$ cat config.mk
export PLATFORM = sky130hd
export DESIGN_NAME = recovery_sequencer
export DESIGN_NICKNAME = d
export VERILOG_FILES = /design/src/rtl/recovery_sequencer.sv
export SDC_FILE = /design/constraint.sdc
export NUM_CORES = 1
export LEC_CHECK = 0
export ABC_AREA = 1
export CAP_MARGIN = 5
export CORE_MARGIN = 4
export CORE_UTILIZATION = 31
export CTS_CLUSTER_DIAMETER = 100
export DETAILED_ROUTE_END_ITERATION = 10
export SKIP_LAST_GASP = 1
export SYNTH_ARGS = -nofsm -noshare
export SYNTH_HDL_FRONTEND = slang
export SYNTH_SLANG_ARGS = --single-unit
$ cat constraint.sdc
create_clock -name clk -period 2.2 [get_ports clk]
set_clock_uncertainty 0.2 [all_clocks]
set_input_delay 0.22 -clock clk [delete_from_list [all_inputs] [get_ports clk]]
set_output_delay 0.22 -clock clk [all_outputs]
set_load 0.1 [all_outputs]
$ cat src/rtl/recovery_sequencer.sv
// Recovery sequencer: picks the oldest refetch request, then drives the
// flush / redirect / stall sequence COMMIT -> RECOVER_0 -> RECOVER_1.
//
// Ports:
//   clk, rst                 clock, async active-high reset
//   reqValid/Type/Ptr/PC     per-source refetch requests (flattened)
//   csrTarget                trap vector used by the *_TO_CSR types
//   alHeadPtr, alTailPtr     active-list head/tail
//   recoveryDone             back-end walk complete (read in RECOVER_1)
//   phase                    0 COMMIT, 1 RECOVER_0, 2 RECOVER_1
//   flushValid/HeadPtr/TailPtr  selective-flush range
//   refetchValid/Type/PC     fetch redirect
//   stageClear, frontStall   pipeline clear pulse, front-end stall
//   timeoutErr               sticky watchdog flag
module recovery_sequencer #(
   parameter int NUM_SRC = 3,
   parameter int AL_W    = 6,
   parameter int PC_W    = 32,
   parameter int TIMEOUT = 255
) (
   input  logic                    clk,
   input  logic                    rst,
   input  logic [NUM_SRC-1:0]      reqValid,
   input  logic [3*NUM_SRC-1:0]    reqType,
   input  logic [AL_W*NUM_SRC-1:0] reqPtr,
   input  logic [PC_W*NUM_SRC-1:0] reqPC,
   input  logic [PC_W-1:0]         csrTarget,
   input  logic [AL_W-1:0]         alHeadPtr,
   input  logic [AL_W-1:0]         alTailPtr,
   input  logic                    recoveryDone,
   output logic [1:0]              phase,
   output logic                    flushValid,
   output logic [AL_W-1:0]         flushHeadPtr,
   output logic [AL_W-1:0]         flushTailPtr,
   output logic                    refetchValid,
   output logic [2:0]              refetchType,
   output logic [PC_W-1:0]         refetchPC,
   output logic                    stageClear,
   output logic                    frontStall,
   output logic                    timeoutErr
);

   typedef enum logic [1:0] {
      COMMIT    = 2'd0,
      RECOVER_0 = 2'd1,
      RECOVER_1 = 2'd2
   } state_t;

   localparam int CW = (TIMEOUT > 1) ? $clog2(TIMEOUT + 1) : 1;
   localparam logic [CW-1:0] LAST = CW'(TIMEOUT - 1);

   state_t          r_state;
   logic [CW-1:0]   r_cnt;
   logic            r_flush;
   logic [AL_W-1:0] r_head;
   logic [AL_W-1:0] r_tail;
   logic            r_refetch;
   logic [2:0]      r_type;
   logic [PC_W-1:0] r_pc;
   logic            r_clear;
   logic            r_stall;
   logic            r_err;

   logic            w_any;
   logic [AL_W-1:0] w_age;
   logic [2:0]      w_type;
   logic [AL_W-1:0] w_ptr;
   logic [PC_W-1:0] w_pc;
   logic [AL_W-1:0] w_head;
   logic [PC_W-1:0] w_tgt;
   logic            w_this;
   logic            w_csr;

   // Oldest request wins; strict '<' keeps the lowest index on a tie.
   always_comb begin
      logic [AL_W-1:0] v_age;
      v_age  = '0;
      w_any  = 1'b0;
      w_age  = '1;
      w_type = '0;
      w_ptr  = '0;
      w_pc   = '0;
      for (int i = 0; i < NUM_SRC; i++) begin
         if (reqValid[i]) begin
            v_age = reqPtr[i*AL_W +: AL_W] - alHeadPtr;
            if (!w_any || v_age < w_age) begin
               w_any  = 1'b1;
               w_age  = v_age;
               w_type = reqType[i*3 +: 3];
               w_ptr  = reqPtr[i*AL_W +: AL_W];
               w_pc   = reqPC[i*PC_W +: PC_W];
            end
         end
      end
   end

   // THIS_PC and THIS_PC_TO_CSR re-execute the faulting op itself.
   assign w_this = (w_type == 3'b000) || (w_type == 3'b101);
   assign w_csr  = (w_type == 3'b100) || (w_type == 3'b101);
   assign w_head = w_this ? w_ptr : w_ptr + AL_W'(1);
   assign w_tgt  = w_csr ? csrTarget : w_pc;

   always_ff @(posedge clk or posedge rst) begin
      if (rst) begin
         r_state   <= COMMIT;
         r_cnt     <= '0;
         r_flush   <= 1'b0;
         r_head    <= '0;
         r_tail    <= '0;
         r_refetch <= 1'b0;
         r_type    <= '0;
         r_pc      <= '0;
         r_clear   <= 1'b0;
         r_stall   <= 1'b0;
         r_err     <= 1'b0;
      end else begin
         unique case (r_state)
            COMMIT: begin
               if (w_any) begin
                  r_state   <= RECOVER_0;
                  r_head    <= w_head;
                  r_tail    <= alTailPtr;
                  r_type    <= w_type;
                  r_pc      <= w_tgt;
                  r_flush   <= 1'b1;
                  r_refetch <= 1'b1;
                  r_clear   <= 1'b1;
                  r_stall   <= 1'b1;
               end
            end
            RECOVER_0: begin
               r_state   <= RECOVER_1;
               r_cnt     <= '0;
               r_refetch <= 1'b0;
               r_clear   <= 1'b0;
            end
            RECOVER_1: begin
               r_cnt <= r_cnt + CW'(1);
               if (recoveryDone || r_cnt == LAST) begin
                  r_state <= COMMIT;
                  r_flush <= 1'b0;
                  r_stall <= 1'b0;
                  if (!recoveryDone) r_err <= 1'b1;
               end
            end
            default: begin
               r_state <= COMMIT;
               r_flush <= 1'b0;
               r_stall <= 1'b0;
            end
         endcase
      end
   end

   assign phase        = r_state;
   assign flushValid   = r_flush;
   assign flushHeadPtr = r_head;
   assign flushTailPtr = r_tail;
   assign refetchValid = r_refetch;
   assign refetchType  = r_type;
   assign refetchPC    = r_pc;
   assign stageClear   = r_clear;
   assign frontStall   = r_stall;
   assign timeoutErr   = r_err;

endmodule
==> results.md, run 1 <==
- The flow ran to the end, but the final reports show violations.
- The final reports fail on setup timing.
- The global-route wire length before repair is 28400 um.
- The repair_antennas step left the layout with diodes totalling 0.
- For the worst setup path, the data required time is 2.22 ns.
- The final count of hold timing violations came to 0.
- The tightest hold margin is 0.0567 ns.
- The number of fill cells in the layout is 1406.
- The maximum buffer depth of the clock tree is 2.
- The initial core utilization is 31.6%.
- The worst-case IR drop observed on VDD is 1.43 mV.
- The cell sitting at the root of the clock tree is a sky130_fd_sc_hd__clkbuf_16.
- For this run, the post-layout net count is 1223.
- The number of buffers created by CTS is 9.
- For this run, the detailed router's first-pass iteration total came to 4.
- In this run the worst hold path is classified as input port to asynchronous set/reset pin.
- Dividing total power by cell area gives a power density of 1320 nW/um2.
- The final number of setup-violating endpoints is 41.
- The uppermost signal routing layer after detailed routing is met4.
- After the first detailed-routing iteration, the DRC count stood at 292.
- The total wirelength of the detailed-routed design is 18800 um.
- The via count of the first global-routing pass is 5528.
- The synthesized design contains 60 register bits.
- In this run the core area contains 45 standard-cell rows.
- The placed instances occupy a cell area of 7640 um2.
- The number of H-tree levels is 3.
- In the final layout, the share of cells above drive strength 1 is 27.0%.
- The share of the Yosys chip area taken by registers is 31.3%.
- The detailed router put a total of 8080 um of wire on met1.
- The final global-route overflow total is 0.
- Subtracting the final worst setup slack from the clock period gives 4.18 ns.
- The cell that appears most often on the critical path is sky130_fd_sc_hd__nand2_1.
- The number of antenna violations at the first check in global routing is 0.
- Measured on the finished design, the core utilization comes to 56.8%.
- The largest individual stage delay along the critical path comes from the cell sky130_fd_sc_hd__clkdlybuf4s50_1.
- The die height is 132 um.
- Wire segments on met2 add up to 9100 um in the final route.
- The sequential standard cell area is 1500 um2.
- The routed length per instance is 15.5 um.
- The headroom to the max-slew limit is 61.3%.
- Data on the critical path arrives at its endpoint at 4.19 ns.
- The most used flip-flop cell after synthesis is sky130_fd_sc_hd__dfrtp_1.
- Setup repair after global routing could not meet its margin everywhere.
- The area enclosed by the die boundary is 17500 um2.
- The achievable clock frequency is 0.240 GHz.
- The number of maximum-capacitance constraint violations is 0.
- TritonCTS built the clock tree.
- The number of clock sinks is 60.
- The multi-input logic area is 3300 um2.
- The count of flip-flops with a built-in enable after synthesis is 0.
- The placer's final routability congestion estimate is 0.846.
- The number of max-slew violations in the final report is 0.
- The cell class contributing the biggest share of worst-path delay is simple AND/OR/NAND/NOR gates.
- The maximum single-stage delay on the critical path is 0.49 ns.
- The number of nets in the synthesized netlist is 921.
- Clock latency on the worst-skew pair, taken at its later pin, is 0.33 ns.
- The total routing resource utilization after global routing is 20.0%.
- Buffers placed on the I/O ports in this run total 226.
- After clock tree synthesis, the clock-pin slew on the worst setup and hold paths is 0.06 ns.
- In this run the worst path has a maximum fanout of 8.
- Averaged over all synthesized cells, the footprint is 6.70 um2.
- After legalization and detailed placement, the total HPWL measured 13800 um.
- The minimum setup slack after placement is -2.86 ns.
- The fraction of the cycle the final worst path needs is 190%.
- The via total after detailed routing is 5738.
- Setup slack on the critical path of the routed design comes to -1.98 ns.
- The kind of start point of the critical path is an input port.
- Summing every instance area after synthesis gives 4790 um2.
- After routing the design area is 8600 um2.
- The count of pins on the block boundary is 227.
- The synthesis-to-layout area growth is 79.5%.
- For this run, the number of Yosys warnings is 0.
- Once detail routing completed, the nets flagged for antenna violations numbered 0.
- The class of the most critical setup path is input port to register.
- The fraction of registers with async set/reset is 100%.
- From left edge to right edge, the die measures 132 um.
- Summed over all cells, the static leakage comes to 4.15 nW.
- The maximum number of pins on one net before global-route repair is 67.
- The number of vias per cell is 4.75.
- The critical path contains buffers and inverters numbering 4 combined.
- In this run the standard cell core region covers 15100 um2.
- The netlist uses 36 different library cells.
- The post-detailed-route DRC marker count is 0.
- The routed length on met3 is 1290 um.
- The slew at the pin with the worst max-slew slack is 0.581 ns.
- In the synthesized netlist, the number of instances is 715.
- STA classifies the critical path endpoint as a register.
layout make-up:
type                       instances  area share, %
clock inverter                     3          0.175
timing repair buffer             332           36.1
tap                              188           2.73
inverter                          51           2.31
sequential                        60           17.5
multi-input combinational        563           38.4
clock buffer                      12           2.75
cells in the final DEF, fill, tap and decap left out, types with 3 or more instances in the layout:
| cell | instances |
|---|---|
| sky130_fd_sc_hd__nand3_2 | 8 |
| sky130_fd_sc_hd__buf_2 | 3 |
| sky130_fd_sc_hd__buf_6 | 12 |
| sky130_fd_sc_hd__o21ai_4 | 3 |
| sky130_fd_sc_hd__dfrtp_1 | 58 |
| sky130_fd_sc_hd__nand3_1 | 13 |
| sky130_fd_sc_hd__nand2_2 | 22 |
| sky130_fd_sc_hd__nand2_4 | 8 |
| sky130_fd_sc_hd__ha_1 | 21 |
| sky130_fd_sc_hd__o21ai_0 | 61 |
| sky130_fd_sc_hd__o21ai_1 | 54 |
| sky130_fd_sc_hd__clkbuf_1 | 3 |
| sky130_fd_sc_hd__nor2_1 | 12 |
| sky130_fd_sc_hd__clkbuf_16 | 13 |
| sky130_fd_sc_hd__dlygate4sd2_1 | 4 |
| sky130_fd_sc_hd__a21oi_1 | 32 |
| sky130_fd_sc_hd__nand4_1 | 5 |
| sky130_fd_sc_hd__inv_1 | 45 |
| sky130_fd_sc_hd__xor2_1 | 12 |
| sky130_fd_sc_hd__ha_4 | 9 |
| sky130_fd_sc_hd__clkinv_2 | 3 |
| sky130_fd_sc_hd__o21ai_2 | 14 |
| sky130_fd_sc_hd__inv_2 | 4 |
| sky130_fd_sc_hd__buf_12 | 5 |
| sky130_fd_sc_hd__a21oi_2 | 14 |
| sky130_fd_sc_hd__clkdlybuf4s50_1 | 160 |
| sky130_fd_sc_hd__buf_4 | 138 |
| sky130_fd_sc_hd__nand2_1 | 249 |
cells in the mapped netlist (3+ instances only):
| library cell | count | area, um2 |
|---|---|---|
| sky130_fd_sc_hd__nand3_1 | 21 | 105 |
| sky130_fd_sc_hd__a21oi_1 | 48 | 240 |
| sky130_fd_sc_hd__dfrtp_1 | 60 | 1500 |
| sky130_fd_sc_hd__o21ai_1 | 31 | 155 |
| sky130_fd_sc_hd__buf_1 | 3 | 11.3 |
| sky130_fd_sc_hd__clkbuf_1 | 19 | 71.3 |
| sky130_fd_sc_hd__buf_6 | 6 | 67.6 |
| sky130_fd_sc_hd__nor3_1 | 3 | 15.0 |
| sky130_fd_sc_hd__xor2_1 | 12 | 105 |
| sky130_fd_sc_hd__nand4_1 | 5 | 31.3 |
| sky130_fd_sc_hd__buf_2 | 8 | 40.0 |
| sky130_fd_sc_hd__ha_1 | 30 | 375 |
| sky130_fd_sc_hd__fa_1 | 3 | 60.1 |
| sky130_fd_sc_hd__nor2_1 | 13 | 48.8 |
| sky130_fd_sc_hd__clkbuf_2 | 5 | 25.0 |
| sky130_fd_sc_hd__nand2_1 | 270 | 1010 |
| sky130_fd_sc_hd__nand2_2 | 6 | 37.5 |
| sky130_fd_sc_hd__o21ai_0 | 99 | 495 |
| sky130_fd_sc_hd__inv_1 | 51 | 191 |
where the power goes:
part           leakage [nW]  total, mW  switching (mW)  internal (mW)
Combinational          3.28       8.21            5.89           2.32
Clock                 0.126       1.25           0.504          0.750
Sequential            0.736       1.89           0.280           1.61
Total                  4.15       11.4            6.67           4.68
repair_timing:
action                                  CTS  global route
pin swaps                                37            33
setup buffers                            19             7
hold buffers                              0             0
endpoints found under the setup margin   41            41
resized for setup                        85            61
gates cloned                              1             9
worst paths after layout:
path / startpoint / to / cells past startpoint / slack (ns)
max: reqPtr[9] / flushHeadPtr[4]$_DFFE_PP0P_ / 29 / -1.98
min: rst / refetchPC[7]$_DFFE_PP0P_ / 3 / 0.06
max reg2reg: phase[0]$_DFFE_PP0P_ / r_cnt[6]$_DFFE_PP0P_ / 8 / 0.35
min reg2reg: timeoutErr$_DFFE_PP0P_ / timeoutErr$_DFFE_PP0P_ / 2 / 0.28
max in group asynchronous: rst / phase[0]$_DFFE_PP0P_ / 3 / 1.42
min in group clk: alTailPtr[2] / flushTailPtr[2]$_DFFE_PP0P_ / 3 / 0.23
per-stage QoR:
step | total power, mW | instances | setup TNS, ns
global placement | 9.48 | 1162 | -110.35
finish | 11.4 | 1209 | -78.00
floorplan | 7.51 | 715 | -91.69
detailed placement | 9.53 | 1162 | -112.79
CTS | 11.0 | 1196 | -79.01
global route | 12.0 | 1209 | -90.50
worst reg2reg max path, cell delays in order, from the launching register on:
cell and delay, ns:
sky130_fd_sc_hd__dfrtp_2 0.38, sky130_fd_sc_hd__inv_1 0.07, sky130_fd_sc_hd__ha_1 0.41, sky130_fd_sc_hd__nand2_1 0.11
sky130_fd_sc_hd__nor2_1 0.10, sky130_fd_sc_hd__inv_1 0.08, sky130_fd_sc_hd__nor3_1 0.14, sky130_fd_sc_hd__o21ai_0 0.09
sky130_fd_sc_hd__a41oi_1 0.17
logic make-up (layout without fill, tap and decap cells):
logic type / count (synthesis) / in the layout / share of synthesized area, %
buf+inv: 94 / 398 / 8.80
xor+xnor: 12 / 12 / 2.19
compound gates: 189 / 189 / 20.5
simple gates: 327 / 329 / 28.0
fa+ha+maj: 33 / 33 / 9.09
flops: 60 / 60 / 31.3
registers in the layout, summed over array words and instances, names as in the netlist:
| register | count |
|---|---|
| stageClear | 1 |
| flushTailPtr | 6 |
| frontStall | 1 |
| refetchType | 3 |
| timeoutErr | 1 |
| flushHeadPtr | 6 |
| refetchPC | 32 |
| r_cnt | 8 |
| phase | 2 |
metal layers:
metal  GRT usage, %  vias to the layer above
met4           4.97                        0
met5              0                        -
met1           24.8                     2589
li1               -                     2954
met2           34.7                      172
met3           5.38                       23
Note: power is estimated with default switching activity, not from simulation.
==> run 2, diff against run 1 <==
CORE_ASPECT_RATIO = 1.5   (was unset)
PLACE_DENSITY = 0.66   (was unset)
clock period = 3.5 ns   (was 2.2 ns; I/O delays follow)
==> results.md, run 2 (synthesized netlist as in run 1, its figures left out) <==
- The total wirelength of the detailed-routed design is 19400 um (+3.6%).
- The class of the most critical setup path is input port to register.
- The number of rows created at floorplan is 55 (+22%).
- The count of pins on the block boundary is 227 (unchanged).
- The root buffer cell chosen for the clock tree is sky130_fd_sc_hd__clkbuf_16.
- The number of antenna violations at the first check in global routing is 2 (+2).
- The final count of hold timing violations came to 0 (unchanged).
- The headroom to the max-slew limit is 30.4% (-31 points).
- The post-detailed-route count of antenna-violating nets was 0 (unchanged).
- The die height is 160 um (+21%).
- The power density over the cells is 846 nW/um2 (-36%).
- The post-layout instance area was 9020 um2 (+4.8%).
- The number of iterations in the first detailed-routing pass is 6 (+2).
- Setup repair after global routing could not meet its margin everywhere.
- The worst setup path is launched from an input port.
- The post-detailed-route DRC marker count is 0 (unchanged).
- The overall die width was 110 um (-17%).
- The via count of the first global-routing pass is 5584 (+1.0%).
- The routed design could run at a clock period as short as 4.42 ns.
- Leaving out fill and tap cells, the most frequent cell in the layout is sky130_fd_sc_hd__nand2_1.
- The share of layout cells above drive strength 1 was 24.2% (-2.8 points).
- The post-route non-filler standard cell count is 1204 (-0.41%).
- On the critical path, the stage with the largest delay is an instance of sky130_fd_sc_hd__fa_1.
- The total routing resource utilization after global routing came to 21.2% (+1.2 points).
- In this run the worst hold path is classified as input port to asynchronous set/reset pin.
- The worst setup margin came to -0.922 ns (+1.05 ns).
- The maximum VDD drop is 0.554 mV (-61%).
- The initial core utilization is 31.7% (about the same).
- The number of vias per cell is 4.73 (-0.42%).
- The maximum single-stage delay on the critical path is 0.40 ns (-0.09 ns).
- The worst endpoint required time is 3.52 ns (+1.30 ns).
- TritonCTS built the clock tree.
- The instance count after placement with tap cells included is 1163 (+0.086%).
- The multi-input logic area is 3550 um2 (+7.3%).
- The leakage dissipation is 4.13 nW (-0.41%).
- The instance area after placement is 7730 um2 (+1.2%).
- The maximum buffer depth of the clock tree is 2 (unchanged).
- STA classifies the critical path endpoint as a register.
- The number of clock sinks is 60 (unchanged).
- The sequential standard cell area was 1500 um2 (-0.17%).
- The checks that failed: setup timing.
- The core box area is 15100 um2 (about the same).
- The violation count after the first detailed-route iteration is 218 (-25%).
- The number of flip-flops in the largest register was 32 (unchanged).
- The clock transition time at the flip-flop clock pins of the worst setup and hold paths came to 0.06 ns (about the same).
- The number of maximum-capacitance constraint violations is 0 (unchanged).
- The number of max-slew violations in the final report is 0 (unchanged).
- The clock latency at the later pin of the worst-skew pair is 0.32 ns (about the same).
- The top fanout value on the critical path is 7 (-1).
- The maximum number of pins on one net before global-route repair came to 73 (+9.0%).
- The via total after detailed routing is 5690 (-0.84%).
- The number of nets in the layout is 1205 (-1.5%).
- The synthesis-to-layout area growth is 88.2%.
- The detailed placer's ending HPWL came to 14000 um (+1.4%).
- The post-cts hold buffer count is 0 (unchanged).
- The final number of setup-violating endpoints is 41 (unchanged).
- The placer's final routability congestion estimate is 0.793 (-6.3%).
- The top cell types in the final layout, fill and taps aside, are 247 x sky130_fd_sc_hd__nand2_1, 213 x sky130_fd_sc_hd__clkdlybuf4s50_1, 63 x sky130_fd_sc_hd__o21ai_0, 63 x sky130_fd_sc_hd__buf_4, 60 x sky130_fd_sc_hd__dfrtp_1.
- The worst path uses 126% of the clock period.
- The arrival time of data at the critical path endpoint is 4.44 ns (+0.25 ns).
- The achievable clock frequency is 0.226 GHz.
- The number of buffers created by CTS is 9 (unchanged).
- The routed length per instance is 16.1 um (+4.0%).
- The total of buffers placed on input and output ports is 226 (unchanged).
- The number of fill cells in the layout was 1396 (-0.71%).
- The slew at the pin with the worst max-slew slack is 1.04 ns (+0.461 ns).
- The number of H-tree levels came to 3 (unchanged).
- The global-route wire length before repair is 29000 um (+1.9%).
- The run finished, with violations left.
- The area enclosed by the die boundary is 17600 um2 (+0.24%).
- The final global-route overflow total came to 0 (unchanged).
-- run 2: cell count changes in the layout (fill, tap and decap cells not counted), moves of 3 or more --
cell and change:
sky130_fd_sc_hd__a21oi_4 +12, sky130_fd_sc_hd__clkbuf_1 -3, sky130_fd_sc_hd__clkbuf_16 -3, sky130_fd_sc_hd__clkdlybuf4s50_1 +53, sky130_fd_sc_hd__o21ai_2 +16, sky130_fd_sc_hd__buf_16 +6
sky130_fd_sc_hd__nand2_4 +3, sky130_fd_sc_hd__buf_4 -75, sky130_fd_sc_hd__a21oi_1 -18, sky130_fd_sc_hd__a21oi_2 +6, sky130_fd_sc_hd__o21ai_1 -19
-- run 2: metrics by stage --
| stage | setup TNS (ns) | worst slack [ns] | hold slack, ns | util (%) | power, mW |
|---|---|---|---|---|---|
| finish | -32.36 | -0.922 | 0.262 | 59.6 | 7.63 |
| global route | -44.82 | -1.21 | 0.295 | 59.6 | 8.03 |
| CTS | -37.78 | -0.975 | 0.278 | 57.6 | 7.45 |
| detailed placement | -63.54 | -1.79 | 0.264 | 51.1 | 6.08 |
| global placement | -60.45 | -1.71 | 0.250 | 51.1 | 6.04 |
| floorplan | -43.72 | -1.16 | 0.245 | - | 4.72 |
-- run 2: path summary, 6_finish.rpt --
kind                                        start                        end  slack [ns]  cells after the start
max                                  alHeadPtr[0]  refetchPC[26]$_DFFE_PP0P_       -0.92                     29
max in group asynchronous                     rst  refetchPC[23]$_DFFE_PP0P_        2.20                      3
min in group clk           timeoutErr$_DFFE_PP0P_     timeoutErr$_DFFE_PP0P_        0.27                      2
max reg2reg                  phase[0]$_DFFE_PP0P_  refetchPC[26]$_DFFE_PP0P_        1.48                      7
min                                           rst   refetchPC[2]$_DFFE_PP0P_        0.26                      2
min reg2reg                timeoutErr$_DFFE_PP0P_     timeoutErr$_DFFE_PP0P_        0.27                      2
-- run 2: timing repair --
item	in CTS	in global routing
gates cloned	8	1
pin swaps	47	34
endpoints found under the setup margin	41	41
setup buffers	15	1
resized for setup	132	76
-- run 2: worst max-delay path, delay by kind of cell --
kind                     cells  cell delay (ns)
AO/OA/AOI/OAI                9             1.18
buffers and inverters        4             0.63
AND/OR/NAND/NOR             11             0.90
XOR/XNOR                     1             0.17
adder cells (fa/ha/maj)      4             1.18
-- run 2: per-layer routing --
metal / vias up / routed length, um / track usage [%]
li1: 2916 / - / -
met1: 2579 / 7150 / 22.3
met2: 170 / 10400 / 40.4
met3: 23 / 1390 / 4.77
met4: 2 / 462 / 6.58
met5: - / 13 / 0
-- run 2: area by class of cell --
class,count,area share [%]
diodes,1,0.0277
clock buffers,9,2.50
inverters,51,2.21
well taps,199,2.76
multi-input cells,563,39.3
flip-flops and latches,60,16.6
clock inverters,7,0.832
repair buffers,314,35.7
-- run 2: report_power, final --
part | internal (mW) | switching [mW] | total [mW]
clock network | 0.556 | 0.343 | 0.899
registers | 1.01 | 0.171 | 1.18
logic | 1.68 | 3.87 | 5.55
